`config.mk`:
```
export PLATFORM = sky130hd
export DESIGN_NAME = seg_scan_mux
export DESIGN_NICKNAME = d
export VERILOG_FILES = /design/src/rtl/seg_scan_mux.sv
export SDC_FILE = /design/constraint.sdc
export NUM_CORES = 1
export LEC_CHECK = 0
export CORE_MARGIN = 2
export CORE_UTILIZATION = 50
export DETAILED_ROUTE_END_ITERATION = 7
export PLACE_DENSITY = 0.73
export SLEW_MARGIN = 20
export SYNTH_ARGS = -nofsm -noshare
export SYNTH_HDL_FRONTEND = slang
export SYNTH_SLANG_ARGS = --single-unit
```
`constraint.sdc`:
```
create_clock -name clk -period 6.8 [get_ports clk]
set_input_delay 0.68 -clock clk [delete_from_list [all_inputs] [get_ports clk]]
set_output_delay 0.68 -clock clk [all_outputs]
set_load 0.01 [all_outputs]
```
`src/rtl/seg_scan_mux.sv`:
```
// seg_scan_mux: N-digit multiplexed seven-segment scanner.
// Frame-coherent snapshot, leading-zero blanking, blink, frame strobe.
//
// Ports:
//   clk, rst (sync, active-low)
//   digits_bcd : packed codes, [3:0] is digit 0
//   dp_in      : decimal point request per digit
//   blink_mask : digits to blink
//   blank_lz   : leading-zero blanking enable
//   seg        : {g,f,e,d,c,b,a}
//   dp         : decimal point of selected digit
//   an         : one-hot anode select
//   frame_tick : pulse with the first slot of a frame
module seg_scan_mux #(
  parameter int DIGITS       = 4,
  parameter int REFRESH_DIV  = 100000,
  parameter int BLINK_FRAMES = 64,
  parameter bit ACTIVE_LOW   = 1'b1
) (
  input  logic                  clk,
  input  logic                  rst,
  input  logic [4*DIGITS-1:0]   digits_bcd,
  input  logic [DIGITS-1:0]     dp_in,
  input  logic [DIGITS-1:0]     blink_mask,
  input  logic                  blank_lz,
  output logic [6:0]            seg,
  output logic                  dp,
  output logic [DIGITS-1:0]     an,
  output logic                  frame_tick
);

  localparam int   PW  = $clog2(REFRESH_DIV);
  localparam int   IW  = $clog2(DIGITS);
  localparam int   BW  = $clog2(BLINK_FRAMES + 1);
  localparam logic OFF = ACTIVE_LOW;

  logic [PW-1:0]       presc;
  logic [IW-1:0]       idx;
  logic [4*DIGITS-1:0] s_bcd;
  logic [DIGITS-1:0]   s_dp;
  logic [DIGITS-1:0]   s_mask;
  logic                s_lz;
  logic                phase;
  logic [BW-1:0]       bcnt;

  logic                tick;
  logic                frame_start;
  logic [IW-1:0]       nidx;
  logic [4*DIGITS-1:0] n_bcd;
  logic [DIGITS-1:0]   n_dp;
  logic [DIGITS-1:0]   n_mask;
  logic                n_lz;
  logic                n_phase;
  logic [BW-1:0]       n_bcnt;
  logic [DIGITS-1:0]   lz_blank;
  logic                run;
  logic [3:0]          code;
  logic                blink;
  logic [6:0]          seg_ah;
  logic                dp_ah;
  logic [DIGITS-1:0]   an_ah;

  function automatic logic [6:0] glyph(input logic [3:0] c);
    unique case (c)
      4'd0:    glyph = 7'h3F;
      4'd1:    glyph = 7'h06;
      4'd2:    glyph = 7'h5B;
      4'd3:    glyph = 7'h4F;
      4'd4:    glyph = 7'h66;
      4'd5:    glyph = 7'h6D;
      4'd6:    glyph = 7'h7D;
      4'd7:    glyph = 7'h07;
      4'd8:    glyph = 7'h7F;
      4'd9:    glyph = 7'h6F;
      4'd15:   glyph = 7'h00;
      default: glyph = 7'h40;
    endcase
  endfunction

  always_comb begin
    tick        = (presc == PW'(REFRESH_DIV - 1));
    nidx        = (idx == '0) ? IW'(DIGITS - 1) : idx - 1'b1;
    frame_start = tick && (idx == '0);

    // The first slot of a frame must use the values captured
    // on that same edge, so decode from the "next" snapshot.
    n_bcd  = frame_start ? digits_bcd : s_bcd;
    n_dp   = frame_start ? dp_in      : s_dp;
    n_mask = frame_start ? blink_mask : s_mask;
    n_lz   = frame_start ? blank_lz   : s_lz;

    // bcnt = frame starts seen in the current phase; the toggle
    // lands on the frame start that opens the next half-period.
    n_phase = phase;
    n_bcnt  = bcnt;
    if (frame_start) begin
      if (bcnt == BW'(BLINK_FRAMES)) begin
        n_bcnt  = BW'(1);
        n_phase = ~phase;
      end else begin
        n_bcnt = bcnt + 1'b1;
      end
    end

    run      = 1'b1;
    lz_blank = '0;
    for (int i = DIGITS - 1; i >= 0; i--) begin
      run         = run && (n_bcd[4*i +: 4] == 4'd0);
      lz_blank[i] = n_lz && run && (i != 0);
    end

    code  = n_bcd[{nidx, 2'b00} +: 4];
    blink = n_phase && n_mask[nidx];
    if (blink || code == 4'd15 || lz_blank[nidx])
      seg_ah = 7'h00;
    else
      seg_ah = glyph(code);
    dp_ah = !blink && n_dp[nidx];
    an_ah = DIGITS'(1) << nidx;
  end

  always_ff @(posedge clk) begin
    if (!rst) begin
      presc      <= '0;
      idx        <= '0;
      s_bcd      <= '1;
      s_dp       <= '0;
      s_mask     <= '0;
      s_lz       <= 1'b0;
      phase      <= 1'b0;
      bcnt       <= '0;
      seg        <= {7{OFF}};
      dp         <= OFF;
      an         <= {DIGITS{OFF}};
      frame_tick <= 1'b0;
    end else begin
      presc      <= tick ? '0 : presc + 1'b1;
      frame_tick <= frame_start;
      s_bcd      <= n_bcd;
      s_dp       <= n_dp;
      s_mask     <= n_mask;
      s_lz       <= n_lz;
      phase      <= n_phase;
      bcnt       <= n_bcnt;
      if (tick) begin
        idx <= nidx;
        seg <= seg_ah ^ {7{OFF}};
        dp  <= dp_ah ^ OFF;
        an  <= an_ah ^ {DIGITS{OFF}};
      end
    end
  end

endmodule
```
==> reports/qor.txt <==
Average cell area after synthesis -> 8.25 µm²
Max Used Layer -> met4
Via-to-Cell Ratio -> 5.56
Synthesized area -> 3190 µm²
Post-DRT Antenna Nets -> 0
Diode count -> 0
Clk slew on worst S/H paths -> 0.07 ns
Largest net degree at the start of global routing -> 25
Fraction of layout cells with a size suffix above 1 -> 6.64%
Total CTS buffers -> 9
Synth cell types -> 57
Count of flip-flops with a built-in enable after synthesis -> 0
RePlAce Congestion -> 0.819
DRT iter0 DRCs -> 130
CP delay by family, top -> simple AND/OR/NAND/NOR gates
Total GRT Usage -> 21.2%
Synth-to-layout area growth -> 18.3%
Post-DP HPWL -> 5130 µm
FFs w/ async S/R, synth -> 0%
Ys Warns -> 0
Sum Neg Setup Slack -> 0 ns
Skew-Pair Late Insertion Delay -> 0.34 ns
Clk Tree Root Cell -> clkbuf_8
Power Density -> 195 nW/µm²
Starting density of the core -> 50.9%
Metal-1 WL -> 3260 µm
First-pass iteration count of the detailed router -> 6
Crit-path max cell delay -> 0.56 ns
Drt drc -> 0
Met3 WL post-DR -> 370 µm
RSZ-0062 raised after global routing -> false
Post-route setup slack -> 3.38 ns
Die Y -> 83.9 µm
Worst slew margin -> 42.3%
Startpoint types -> flip-flop
Critical Path RT -> 6.97 ns
Total power -> 738 µW
Worst slew pin tran -> 0.863 ns
Worst Setup End Kind -> flip-flop
Synth top area share -> 40.8%
Cts-stage hold buffer count -> 0
Core Area -> 6280 µm²
Final #Nets -> 457
Most common flop cell mapped by yosys -> dfxtp_1
Crit path cell chain -> or4_4, nor4_4, nand2_1, mux2_2, a21oi_1, inv_1, ha_1, inv_1, o2111a_1, o221ai_1
Total leakage power -> 0.00142 µW
H-tree depth -> 3
Boundary Pins -> 40
Slowest CP cell -> nand2_1
Die ar. -> 7040 µm²
MaxCap Viol Count -> 0
Kind of critical path -> reg -> reg
Clock Path Buffers -> 2
Met2 wire length -> 3350 µm
FP Rows -> 29
Critical path fanouts, max -> 23
Via Count -> 2772
Status -> complete, no violations
Finish-stage setup viols -> 0
WL final -> 7170 µm
GRT overflow -> 0
FILL cells -> 541
Initial antenna violation count -> 0
Final max-slew violation count -> 0
Final Hold Viols -> 0
Synthesized instance count -> 387
CTS sink cnt -> 65
DR WL/cell -> 14.4 µm
Fmax -> 0.292 GHz
CTS tree -> yes
Die Wd -> 83.9 µm
Cell mode on critical path -> inv_1
First-pass GRT wire length -> 12000 µm
Area leader, netlist -> dfxtp_1
Number of global-route vias before repair -> 2670
WHS -> 0.457 ns
VDD IR-drop max -> 120 µV
Largest cells by area after synthesis -> dfxtp_1 41%, nand2_1 8.0%, nor2_1 5.9%
Syn Nets -> 426
Register area share after synthesis -> 40.8%
WP buf/inv -> 2
Tmin final -> 3.42 ns
FF+latch count, synth -> 65
Fin crit share -> 50.3%
Port-buffer cells -> 39
Post-place setup slack -> 3.27 ns
Post-CTS Setup Repair Bufs -> 0
Clk_skew -> 0.00648 ns
Post-CTS Resized -> 0
HP Class -> reg -> reg
Crit path arrival time -> 3.59 ns
## path summary, 6_finish.rpt
path / startpoint / end / slack [ns] / cells past startpoint
max: presc[8]$_SDFF_PP0_ / seg[6]$_SDFFE_PN1N_ / 3.38 / 10
min: s_mask[3]$_SDFF_PN0_ / s_mask[3]$_SDFF_PN0_ / 0.46 / 2
max reg2reg: presc[8]$_SDFF_PP0_ / seg[6]$_SDFFE_PN1N_ / 3.38 / 10
min reg2reg: s_mask[3]$_SDFF_PN0_ / s_mask[3]$_SDFF_PN0_ / 0.46 / 2
## cell families after synthesis
logic type	share of synthesized area, %
multiplexers	2.15
XOR/XNOR	5.49
AND/OR/NAND/NOR	28.8
flip-flops	40.8
buffers and inverters	4.11
adder cells (fa/ha/maj)	4.70
AO/OA/AOI/OAI	14.0
## synthesized netlist by cell type, types with 3 or more instances
library cell	count
a211oi_1	12
a21oi_1	17
a31oi_1	4
and3_1	7
buf_2	3
buf_6	3
clkbuf_1	13
dfxtp_1	65
ha_1	12
inv_1	8
mux2_2	3
nand2_1	68
nand2b_1	4
nand3_1	25
nand4_1	4
nor2_1	50
nor3_1	3
nor4b_1	4
o211ai_1	3
o21ai_0	16
xnor2_1	8
xor2_1	12
## metal layers
layer | vias up | track usage [%]
met4 | 0 | 11.0
li1 | 1408 | -
met2 | 87 | 34.5
met3 | 15 | 4.06
met5 | - | 0
met1 | 1262 | 26.6
## final cells by class
type	instances	area (µm²)	share of cell area (%)
Tap cell	77	96.3	2.55
Multi-Input combinational cell	294	1760	46.6
Clock inverter	3	40.0	1.06
Clock buffer	12	155	4.11
Sequential cell	65	1300	34.4
Inverter	9	33.8	0.894
Timing Repair Buffer	39	390	10.3
## registers in the layout (all words and copies together) (netlist names)
| signal | flops |
|---|---|
| seg | 7 |
| presc | 17 |
| dp | 1 |
| s_lz | 1 |
| s_mask | 4 |
| s_bcd | 16 |
| an | 4 |
| phase | 1 |
| s_dp | 4 |
| frame_tick | 1 |
| idx | 2 |
| bcnt | 7 |
## placed cells by master (no fill, tap or decap), drive strengths merged, types with 12 or more instances in the layout
cell type / n
o21ai: 16
dfxtp: 65
xor2: 12
clkbuf: 12
clkdlybuf4s50: 39
ha: 12
nor2: 50
nand2: 68
a21oi: 17
nand3: 25
a211oi: 13
## power by group
group / switching [µW] / internal (µW)
sequential: 1.38 / 382
clock: 141 / 186
combinational: 12.0 / 15.7
## through the flow
step	utilization, %	area (µm²)	instances
after CTS	60.2	3780	499
after global placement	57.1	3580	484
after global routing	60.2	3780	499
final	60.2	3780	499
after detailed placement	57.1	3580	484
after floorplan	-	3190	387
## worst register-to-register path, stage by stage, from the launching register on
cell      delay [ns]
dfxtp_1         0.36
or4_4           0.54
nor4_4          0.26
nand2_1         0.56
mux2_2          0.47
a21oi_1         0.36
inv_1           0.13
ha_1            0.22
inv_1           0.07
o2111a_1        0.19
o221ai_1        0.10
Note: power is estimated with default switching activity, not from simulation.
